File: config.mk
export PLATFORM = sky130hd
export DESIGN_NAME = uart_rx_flat
export DESIGN_NICKNAME = d
export VERILOG_FILES = /design/src/rtl/uart_pkg.sv /design/src/rtl/uart_rx_if.sv /design/src/rtl/uart_rx_sampler.sv /design/src/rtl/uart_rx.sv /design/src/flat_wrapper.sv
export SDC_FILE = /design/constraint.sdc
export NUM_CORES = 1
export LEC_CHECK = 0
export ABC_AREA = 1
export CELL_PAD_IN_SITES_DETAIL_PLACEMENT = 0
export CELL_PAD_IN_SITES_GLOBAL_PLACEMENT = 1
export CORE_UTILIZATION = 45
export CTS_BUF_LIST = sky130_fd_sc_hd__clkbuf_4
export CTS_CLUSTER_SIZE = 40
export DETAILED_ROUTE_END_ITERATION = 10
export GPL_ROUTABILITY_DRIVEN = 0
export PLACE_DENSITY = 0.95
export SLEW_MARGIN = 20
export SYNTH_ARGS = -nofsm -noshare
export SYNTH_HDL_FRONTEND = slang
export SYNTH_SLANG_ARGS = --single-unit
File: constraint.sdc
create_clock -name clk_rx -period 3.8 [get_ports clk_rx]
set_clock_uncertainty 0.15 [all_clocks]
set_input_delay 0.95 -clock clk_rx [delete_from_list [all_inputs] [get_ports clk_rx]]
set_output_delay 0.95 -clock clk_rx [all_outputs]
set_load 0.02 [all_outputs]
File: src/rtl/uart_pkg.sv
`default_nettype none
// ============================================================================
// Module   : uart_pkg
// Purpose  : Shared UART definitions. These are the RX state encodings
//            (Gray-style, matching the TX FSM), the parity-type constants,
//            the default data width and a 2-of-3 majority helper.
// Revision : 1.0  initial release
// ============================================================================
package uart_pkg;

  localparam int UART_DATA_WIDTH = 8;

  localparam logic PAR_EVEN = 1'b0;
  localparam logic PAR_ODD  = 1'b1;

  // Adjacent states in the normal frame order differ in one bit.
  localparam logic [2:0] RX_ST_IDLE   = 3'b000;
  localparam logic [2:0] RX_ST_START  = 3'b001;
  localparam logic [2:0] RX_ST_DATA   = 3'b011;
  localparam logic [2:0] RX_ST_PARITY = 3'b010;
  localparam logic [2:0] RX_ST_STOP   = 3'b110;

  typedef enum logic [2:0] {
    S_IDLE   = RX_ST_IDLE,
    S_START  = RX_ST_START,
    S_DATA   = RX_ST_DATA,
    S_PARITY = RX_ST_PARITY,
    S_STOP   = RX_ST_STOP
  } rx_state_e;

  function automatic logic maj3(input logic a, input logic b, input logic c);
    return (a & b) | (a & c) | (b & c);
  endfunction

endpackage
`default_nettype wire

File: src/rtl/uart_rx_if.sv
`default_nettype none
// ============================================================================
// Module   : uart_rx_if
// Purpose  : Serial line, frame configuration and received-word/strobe
//            bundle of the UART receiver. The master side drives the line
//            and the configuration, and the slave side is the receiver.
// Revision : 1.0  initial release
// ============================================================================
interface uart_rx_if #(
  parameter int DATA_WIDTH = 8,
  parameter int PRESCALE_W = 6
) ();

  logic                  rx_in_rx;
  logic [PRESCALE_W-1:0] prescale_rx;
  logic                  par_en_rx;
  logic                  par_typ_rx;
  logic [DATA_WIDTH-1:0] p_data_rx;
  logic                  data_valid_rx;
  logic                  par_err_rx;
  logic                  stp_err_rx;

  modport master (
    output rx_in_rx, prescale_rx, par_en_rx, par_typ_rx,
    input  p_data_rx, data_valid_rx, par_err_rx, stp_err_rx
  );

  modport slave (
    input  rx_in_rx, prescale_rx, par_en_rx, par_typ_rx,
    output p_data_rx, data_valid_rx, par_err_rx, stp_err_rx
  );

endinterface
`default_nettype wire

File: src/rtl/uart_rx_sampler.sv
`default_nettype none
// ============================================================================
// Module   : uart_rx_sampler
// Purpose  : Per-bit edge counter (0..P-1). It captures the line at
//            ec = P/2-1 and P/2, and latches the 2-of-3 majority at
//            ec = P/2+1. bit_end flags ec = P-1.
// Revision : 1.0  initial release
// ============================================================================
module uart_rx_sampler
  import uart_pkg::*;
#(
  parameter int PRESCALE_W = 6
) (
  input  wire logic                  clk,
  input  wire logic                  rst_n,
  input  wire logic                  i_rx,
  input  wire logic                  i_count_en,
  input  wire logic [PRESCALE_W-1:0] i_prescale,
  output logic      [PRESCALE_W-1:0] o_ec,
  output logic                       o_sampled_bit,
  output logic                       o_bit_end
);

  logic [PRESCALE_W-1:0] ec_q, ec_d;
  logic                  s0_q, s0_d;
  logic                  s1_q, s1_d;
  logic                  bit_q, bit_d;

  logic [PRESCALE_W-1:0] w_half;
  logic [PRESCALE_W-1:0] w_last;
  logic                  w_bit_end;

  assign w_half    = {1'b0, i_prescale[PRESCALE_W-1:1]};
  assign w_last    = i_prescale - PRESCALE_W'(1);
  assign w_bit_end = (ec_q == w_last);

  // Advance or wrap the edge counter, and capture the three mid-bit samples.
  always_comb begin
    ec_d  = '0;
    s0_d  = s0_q;
    s1_d  = s1_q;
    bit_d = bit_q;
    if (i_count_en) begin
      ec_d = w_bit_end ? '0 : ec_q + PRESCALE_W'(1);
    end
    if (ec_q == w_half - PRESCALE_W'(1)) begin
      s0_d = i_rx;
    end
    if (ec_q == w_half) begin
      s1_d = i_rx;
    end
    if (ec_q == w_half + PRESCALE_W'(1)) begin
      bit_d = maj3(s0_q, s1_q, i_rx);
    end
  end

  // Sampler registers.
  always_ff @(posedge clk) begin
    if (!rst_n) begin
      ec_q  <= '0;
      s0_q  <= 1'b1;
      s1_q  <= 1'b1;
      bit_q <= 1'b1;
    end else begin
      ec_q  <= ec_d;
      s0_q  <= s0_d;
      s1_q  <= s1_d;
      bit_q <= bit_d;
    end
  end

  assign o_ec          = ec_q;
  assign o_sampled_bit = bit_q;
  assign o_bit_end     = w_bit_end;

endmodule
`default_nettype wire

File: src/rtl/uart_rx.sv
`default_nettype none
// ============================================================================
// Module   : uart_rx
// Purpose  : UART receiver. It handles the start, data (LSB first), optional
//            parity and stop bits. A good frame gives a one-cycle
//            data_valid_rx and loads p_data_rx. A bad frame gives one-cycle
//            par_err_rx and/or stp_err_rx.
//            Define UART_RX_SYNC_EN to add a two-flop input synchronizer.
//            This adds 2 cycles of latency.
// Revision : 1.0  initial release
// ============================================================================
module uart_rx
  import uart_pkg::*;
#(
  parameter int DATA_WIDTH = UART_DATA_WIDTH,
  parameter int PRESCALE_W = 6
) (
  input  wire logic  clk_rx,
  input  wire logic  rst_rx,
  uart_rx_if.slave   rx_if
);

  localparam int BC_W = (DATA_WIDTH > 1) ? $clog2(DATA_WIDTH) : 1;

  logic w_rx;

`ifdef UART_RX_SYNC_EN
  logic sync1_q, sync1_d;
  logic sync2_q, sync2_d;

  assign sync1_d = rx_if.rx_in_rx;
  assign sync2_d = sync1_q;

  // Two-flop synchronizer. It resets to the idle line level.
  always_ff @(posedge clk_rx) begin
    if (!rst_rx) begin
      sync1_q <= 1'b1;
      sync2_q <= 1'b1;
    end else begin
      sync1_q <= sync1_d;
      sync2_q <= sync2_d;
    end
  end

  assign w_rx = sync2_q;
`else
  assign w_rx = rx_if.rx_in_rx;
`endif

  rx_state_e             state_q, state_d;
  logic [BC_W-1:0]       bc_q, bc_d;
  logic [DATA_WIDTH-1:0] shift_q, shift_d;
  logic                  par_flag_q, par_flag_d;
  logic                  par_typ_q, par_typ_d;
  logic [DATA_WIDTH-1:0] p_data_q, p_data_d;
  logic                  valid_q, valid_d;
  logic                  perr_q, perr_d;
  logic                  serr_q, serr_d;

  logic [PRESCALE_W-1:0] w_ec;
  logic                  w_sampled_bit;
  logic                  w_bit_end;
  logic                  w_count_en;

  // In IDLE the counter runs only on the detection cycle. Otherwise it free-runs.
  assign w_count_en = (state_q != S_IDLE) || !w_rx;

  uart_rx_sampler #(
    .PRESCALE_W (PRESCALE_W)
  ) u_sampler (
    .clk           (clk_rx),
    .rst_n         (rst_rx),
    .i_rx          (w_rx),
    .i_count_en    (w_count_en),
    .i_prescale    (rx_if.prescale_rx),
    .o_ec          (w_ec),
    .o_sampled_bit (w_sampled_bit),
    .o_bit_end     (w_bit_end)
  );

  // Frame FSM next state, data shifting, parity check and output strobes.
  always_comb begin
    state_d    = state_q;
    bc_d       = bc_q;
    shift_d    = shift_q;
    par_flag_d = par_flag_q;
    par_typ_d  = par_typ_q;
    p_data_d   = p_data_q;
    valid_d    = 1'b0;
    perr_d     = 1'b0;
    serr_d     = 1'b0;
    case (state_q)
      S_IDLE: begin
        bc_d       = '0;
        par_flag_d = 1'b0;
        // The falling line is the ec = 0 cycle of the start bit.
        if (!w_rx && (w_ec == '0)) begin
          state_d = S_START;
        end
      end
      S_START: begin
        if (w_bit_end) begin
          state_d = w_sampled_bit ? S_IDLE : S_DATA;
        end
      end
      S_DATA: begin
        if (w_bit_end) begin
          shift_d = {w_sampled_bit, shift_q[DATA_WIDTH-1:1]};
          if (bc_q == BC_W'(DATA_WIDTH - 1)) begin
            bc_d      = '0;
            par_typ_d = rx_if.par_typ_rx;
            state_d   = rx_if.par_en_rx ? S_PARITY : S_STOP;
          end else begin
            bc_d = bc_q + BC_W'(1);
          end
        end
      end
      S_PARITY: begin
        if (w_bit_end) begin
          par_flag_d = w_sampled_bit ^ (^shift_q) ^ (par_typ_q == PAR_ODD);
          state_d    = S_STOP;
        end
      end
      S_STOP: begin
        if (w_bit_end) begin
          state_d = S_IDLE;
          serr_d  = !w_sampled_bit;
          perr_d  = par_flag_q;
          if (w_sampled_bit && !par_flag_q) begin
            valid_d  = 1'b1;
            p_data_d = shift_q;
          end
        end
      end
      default: begin
        state_d = S_IDLE;
      end
    endcase
  end

  // All receiver state and registered outputs.
  always_ff @(posedge clk_rx) begin
    if (!rst_rx) begin
      state_q    <= S_IDLE;
      bc_q       <= '0;
      shift_q    <= '0;
      par_flag_q <= 1'b0;
      par_typ_q  <= PAR_EVEN;
      p_data_q   <= '0;
      valid_q    <= 1'b0;
      perr_q     <= 1'b0;
      serr_q     <= 1'b0;
    end else begin
      state_q    <= state_d;
      bc_q       <= bc_d;
      shift_q    <= shift_d;
      par_flag_q <= par_flag_d;
      par_typ_q  <= par_typ_d;
      p_data_q   <= p_data_d;
      valid_q    <= valid_d;
      perr_q     <= perr_d;
      serr_q     <= serr_d;
    end
  end

  assign rx_if.p_data_rx     = p_data_q;
  assign rx_if.data_valid_rx = valid_q;
  assign rx_if.par_err_rx    = perr_q;
  assign rx_if.stp_err_rx    = serr_q;

endmodule
`default_nettype wire
File: src/flat_wrapper.sv
// flat-port wrapper written by rule: the top's interface ports become plain ports
module uart_rx_flat import uart_pkg::*;
#(
  parameter int DATA_WIDTH = UART_DATA_WIDTH,
  parameter int PRESCALE_W = 6
)
  (clk_rx, rst_rx, rx_if_rx_in_rx, rx_if_prescale_rx, rx_if_par_en_rx, rx_if_par_typ_rx, rx_if_p_data_rx, rx_if_data_valid_rx, rx_if_par_err_rx, rx_if_stp_err_rx);
  uart_rx_if #(.DATA_WIDTH(DATA_WIDTH), .PRESCALE_W(PRESCALE_W)) rx_if_i ();
  input  wire logic clk_rx;
  input  wire logic rst_rx;
  input wire logic [$bits(rx_if_i.rx_in_rx)-1:0] rx_if_rx_in_rx;
  input wire logic [$bits(rx_if_i.prescale_rx)-1:0] rx_if_prescale_rx;
  input wire logic [$bits(rx_if_i.par_en_rx)-1:0] rx_if_par_en_rx;
  input wire logic [$bits(rx_if_i.par_typ_rx)-1:0] rx_if_par_typ_rx;
  output wire logic [$bits(rx_if_i.p_data_rx)-1:0] rx_if_p_data_rx;
  output wire logic [$bits(rx_if_i.data_valid_rx)-1:0] rx_if_data_valid_rx;
  output wire logic [$bits(rx_if_i.par_err_rx)-1:0] rx_if_par_err_rx;
  output wire logic [$bits(rx_if_i.stp_err_rx)-1:0] rx_if_stp_err_rx;
  assign rx_if_i.rx_in_rx = rx_if_rx_in_rx;
  assign rx_if_i.prescale_rx = rx_if_prescale_rx;
  assign rx_if_i.par_en_rx = rx_if_par_en_rx;
  assign rx_if_i.par_typ_rx = rx_if_par_typ_rx;
  assign rx_if_p_data_rx = rx_if_i.p_data_rx;
  assign rx_if_data_valid_rx = rx_if_i.data_valid_rx;
  assign rx_if_par_err_rx = rx_if_i.par_err_rx;
  assign rx_if_stp_err_rx = rx_if_i.stp_err_rx;
  uart_rx #(.DATA_WIDTH(DATA_WIDTH), .PRESCALE_W(PRESCALE_W)) u_core (.clk_rx(clk_rx), .rst_rx(rst_rx), .rx_if(rx_if_i));
endmodule
==> run summary <==
Num ports - 22
Max Transition Viols Final - 0
RR Startpoint - u_core.state_q[0]
Total power - 0.8980 mW
Gr busiest metal - met2
Gate Count Post-Synth - 326
Initial antenna violation count - 0
Post-route DRC violation count - 4
Share of cells above drive strength 1 - 4.843%
Setup violators final - 0
Row count - 24
Grt met1 use - 28.14%
Worst-Skew Late Latency - 0.33 ns
Drt pass-1 iters - 8
Num CTS Buffers - 5
Most numerous cell in the Yosys netlist - nand2_1
Slew headroom - 63.88%
CP Capture Type - register
Detailed-route via count - 1980
Status - complete, but fails checks
Fin. Hold Viols - 0
Worst vdd ir - 0.2572 mV
Tmin final - 2.984 ns
Die height - 70.67 µm
CP Launch Type - primary input
Tot GR Track Use - 19.52%
RSZ-0062 raised after global routing - false
Hold Path Depth - 2
Seq/Total Area, Yosys - 33.96%
Path depth of the worst reg2reg path - 8
Met3 usage - 3.989%
Global-route track usage on met2 - 29.99%
Min Hold Slack - 0.3090 ns
Final TNS setup - 0 ns
Post-Syn Area - 2122 µm²
First-pass GRT wire length - 7866 µm
Pin count of the biggest net entering global routing - 18
Crit-path max FO - 11
Vias in the first global route - 1749
H-tree Lvls - 2
Initial DRC Count - 79
DIE WIDTH - 70.67 µm
Reg clk slew, reported paths - 0.10 ns
Synth warnings - 0
Wirelength per Cell - 11.24 µm
Leading cell types by count after synthesis - nand2_1, nor2_1, inv_1
Ys async rst share - 0%
Min-Delay Startpoint - u_core.par_flag_q
Worst EP arrival - 3.05 ns
Hold Path Class - reg2reg
Measured slew at the worst slew-check pin - 0.5394 ns
Area grow syn2layout - 14.33%
CTS tree - done
Dominant synthesized flop cell - dfxtp_1
Vias/cell - 4.913
Post-DP HPWL - 3526 µm
R2R Path End - u_core.shift_q[2]
Overall die area - 4994 µm²
Tcrit/Tclk final - 78.53%
Setup Fix Bufs, Post-CTS - 0
Syn nets - 345
Filler instances - 445
Fmax - 0.3351 GHz
Nets@finish - 370
Synth area leader - dfxtp_1
Worst-case clock buffer depth - 2
Syn avg cell area - 6.509 µm²
Post-cts sizing count - 0
Violated checks - DRC
Antenna viol nets, final - 0
Post-synth top area share - 33.96%
Hold Buf Count CTS - 0
Leak pwr - 1.137 nW
Synth unique cells - 29
Root Driver - clkbuf_4
Clock Sinks - 36
Gr ovfl total - 0
Count of input and output buffers - 21
WL final - 4528 µm
WHS Endpoint - u_core.rx_if.par_err_rx
Power per cell area - 370.1 nW/µm²
Yosys reg bits - 36
Critical path class - in2reg
Max-cap violations - 0
Core Box Area - 4444 µm²
Diodes inserted - 0
Synth area leaders - dfxtp_1, nand2_1, nor2_1
Reg2reg setup slack - 1.83 ns
Starting density of the core - 47.75%
Worst path required time - 3.86 ns
Number of synthesized flops with an enable pin - 0
## metrics by stage
step           cells  worst slack (ns)  utilization [%]  cell area (µm²)
2_1_floorplan    326             1.241                -             2122
3_3_place_gp     396            0.5276            53.58             2381
3_5_place_dp     396            0.4753            53.58             2381
4_1_cts          403            0.8313            54.59             2426
5_1_grt          403            0.5793            54.59             2426
6_report         403            0.8160            54.59             2426
## registers in the layout, indices dropped and copies added, names as in the netlist
| register | cells |
|---|---|
| u_core.bc_q | 3 |
| u_core.par_flag_q | 1 |
| u_core.par_typ_q | 1 |
| u_core.rx_if.data_valid_rx | 1 |
| u_core.rx_if.p_data_rx | 8 |
| u_core.rx_if.par_err_rx | 1 |
| u_core.rx_if.stp_err_rx | 1 |
| u_core.shift_q | 8 |
| u_core.state_q | 3 |
| u_core.u_sampler.o_ec | 6 |
| u_core.u_sampler.o_sampled_bit | 1 |
| u_core.u_sampler.s0_q | 1 |
| u_core.u_sampler.s1_q | 1 |
## critical path, stage by stage
cell	delay [ns]
clkdlybuf4s50_1	0.50
inv_1	0.15
ha_1	0.22
inv_1	0.05
nor3_1	0.18
nand2_1	0.10
xnor2_1	0.22
nand3_1	0.23
buf_4	0.24
o21ai_0	0.14
a21oi_1	0.05
## logic make-up (layout without fill, tap and decap cells)
kind of cell	count (synthesis)	in the layout	share of synthesized area, %
buffers and inverters	50	75	9.493
AO/OA/AOI/OAI	33	33	8.255
AND/OR/NAND/NOR	182	182	36.50
flip-flops	36	36	33.96
XOR/XNOR	16	16	6.604
adder cells (fa/ha/maj)	9	9	5.189
## worst max-delay path by stage
stage | cells past startpoint | from | endpoint
floorplan | 12 | rx_if_prescale_rx[1] | u_core.rx_if.p_data_rx[5]
global placement | 13 | rx_if_prescale_rx[1] | u_core.shift_q[1]
detailed placement | 11 | rx_if_prescale_rx[1] | u_core.shift_q[0]
CTS | 11 | rx_if_prescale_rx[1] | u_core.shift_q[2]
global route | 11 | rx_if_prescale_rx[2] | u_core.shift_q[1]
finish | 11 | rx_if_prescale_rx[1] | u_core.shift_q[2]
## area by class of cell
cell class / count / area, µm² / share of cell area [%]
inverters: 45 / 170.2 / 7.014
repair buffers: 23 / 225.2 / 9.283
multi-input cells: 240 / 1200 / 49.46
clock inverters: 2 / 7.507 / 0.3094
flip-flops and latches: 36 / 720.7 / 29.71
clock buffers: 5 / 37.54 / 1.547
well taps: 52 / 65.06 / 2.682
## cell usage in the layout (no fill, tap or decap), types with 2 or more instances in the layout
cell type	Yosys	final
clkinv_1	0	2
nor2_1	50	50
nand3_1	27	27
nor2_2	2	2
nand3b_1	2	2
ha_1	8	8
inv_1	42	42
or2_2	2	2
o211ai_1	2	2
clkbuf_4	0	5
buf_4	1	2
o21ai_0	10	10
nand2_1	85	85
nand2_2	2	2
inv_2	2	2
dfxtp_1	36	36
a21oi_1	18	18
xnor2_1	4	4
xor2_1	12	12
nor3_1	5	5
nand4_1	5	5
clkdlybuf4s50_1	0	21
## where the power goes
group | total, mW | switching (mW) | internal [mW] | leakage (nW)
registers | 0.436 | 0.0310 | 0.405 | 0.292
clock network | 0.183 | 0.118 | 0.0647 | 0.0261
logic | 0.280 | 0.178 | 0.102 | 0.819
total | 0.898 | 0.327 | 0.571 | 1.14
## routing by layer
metal,vias to the layer above,wire (µm)
li1,1077,-
met1,872,2360
met2,29,1948
met3,2,194
met4,0,25
met5,-,0
Note: power is estimated with default switching activity, not from simulation.
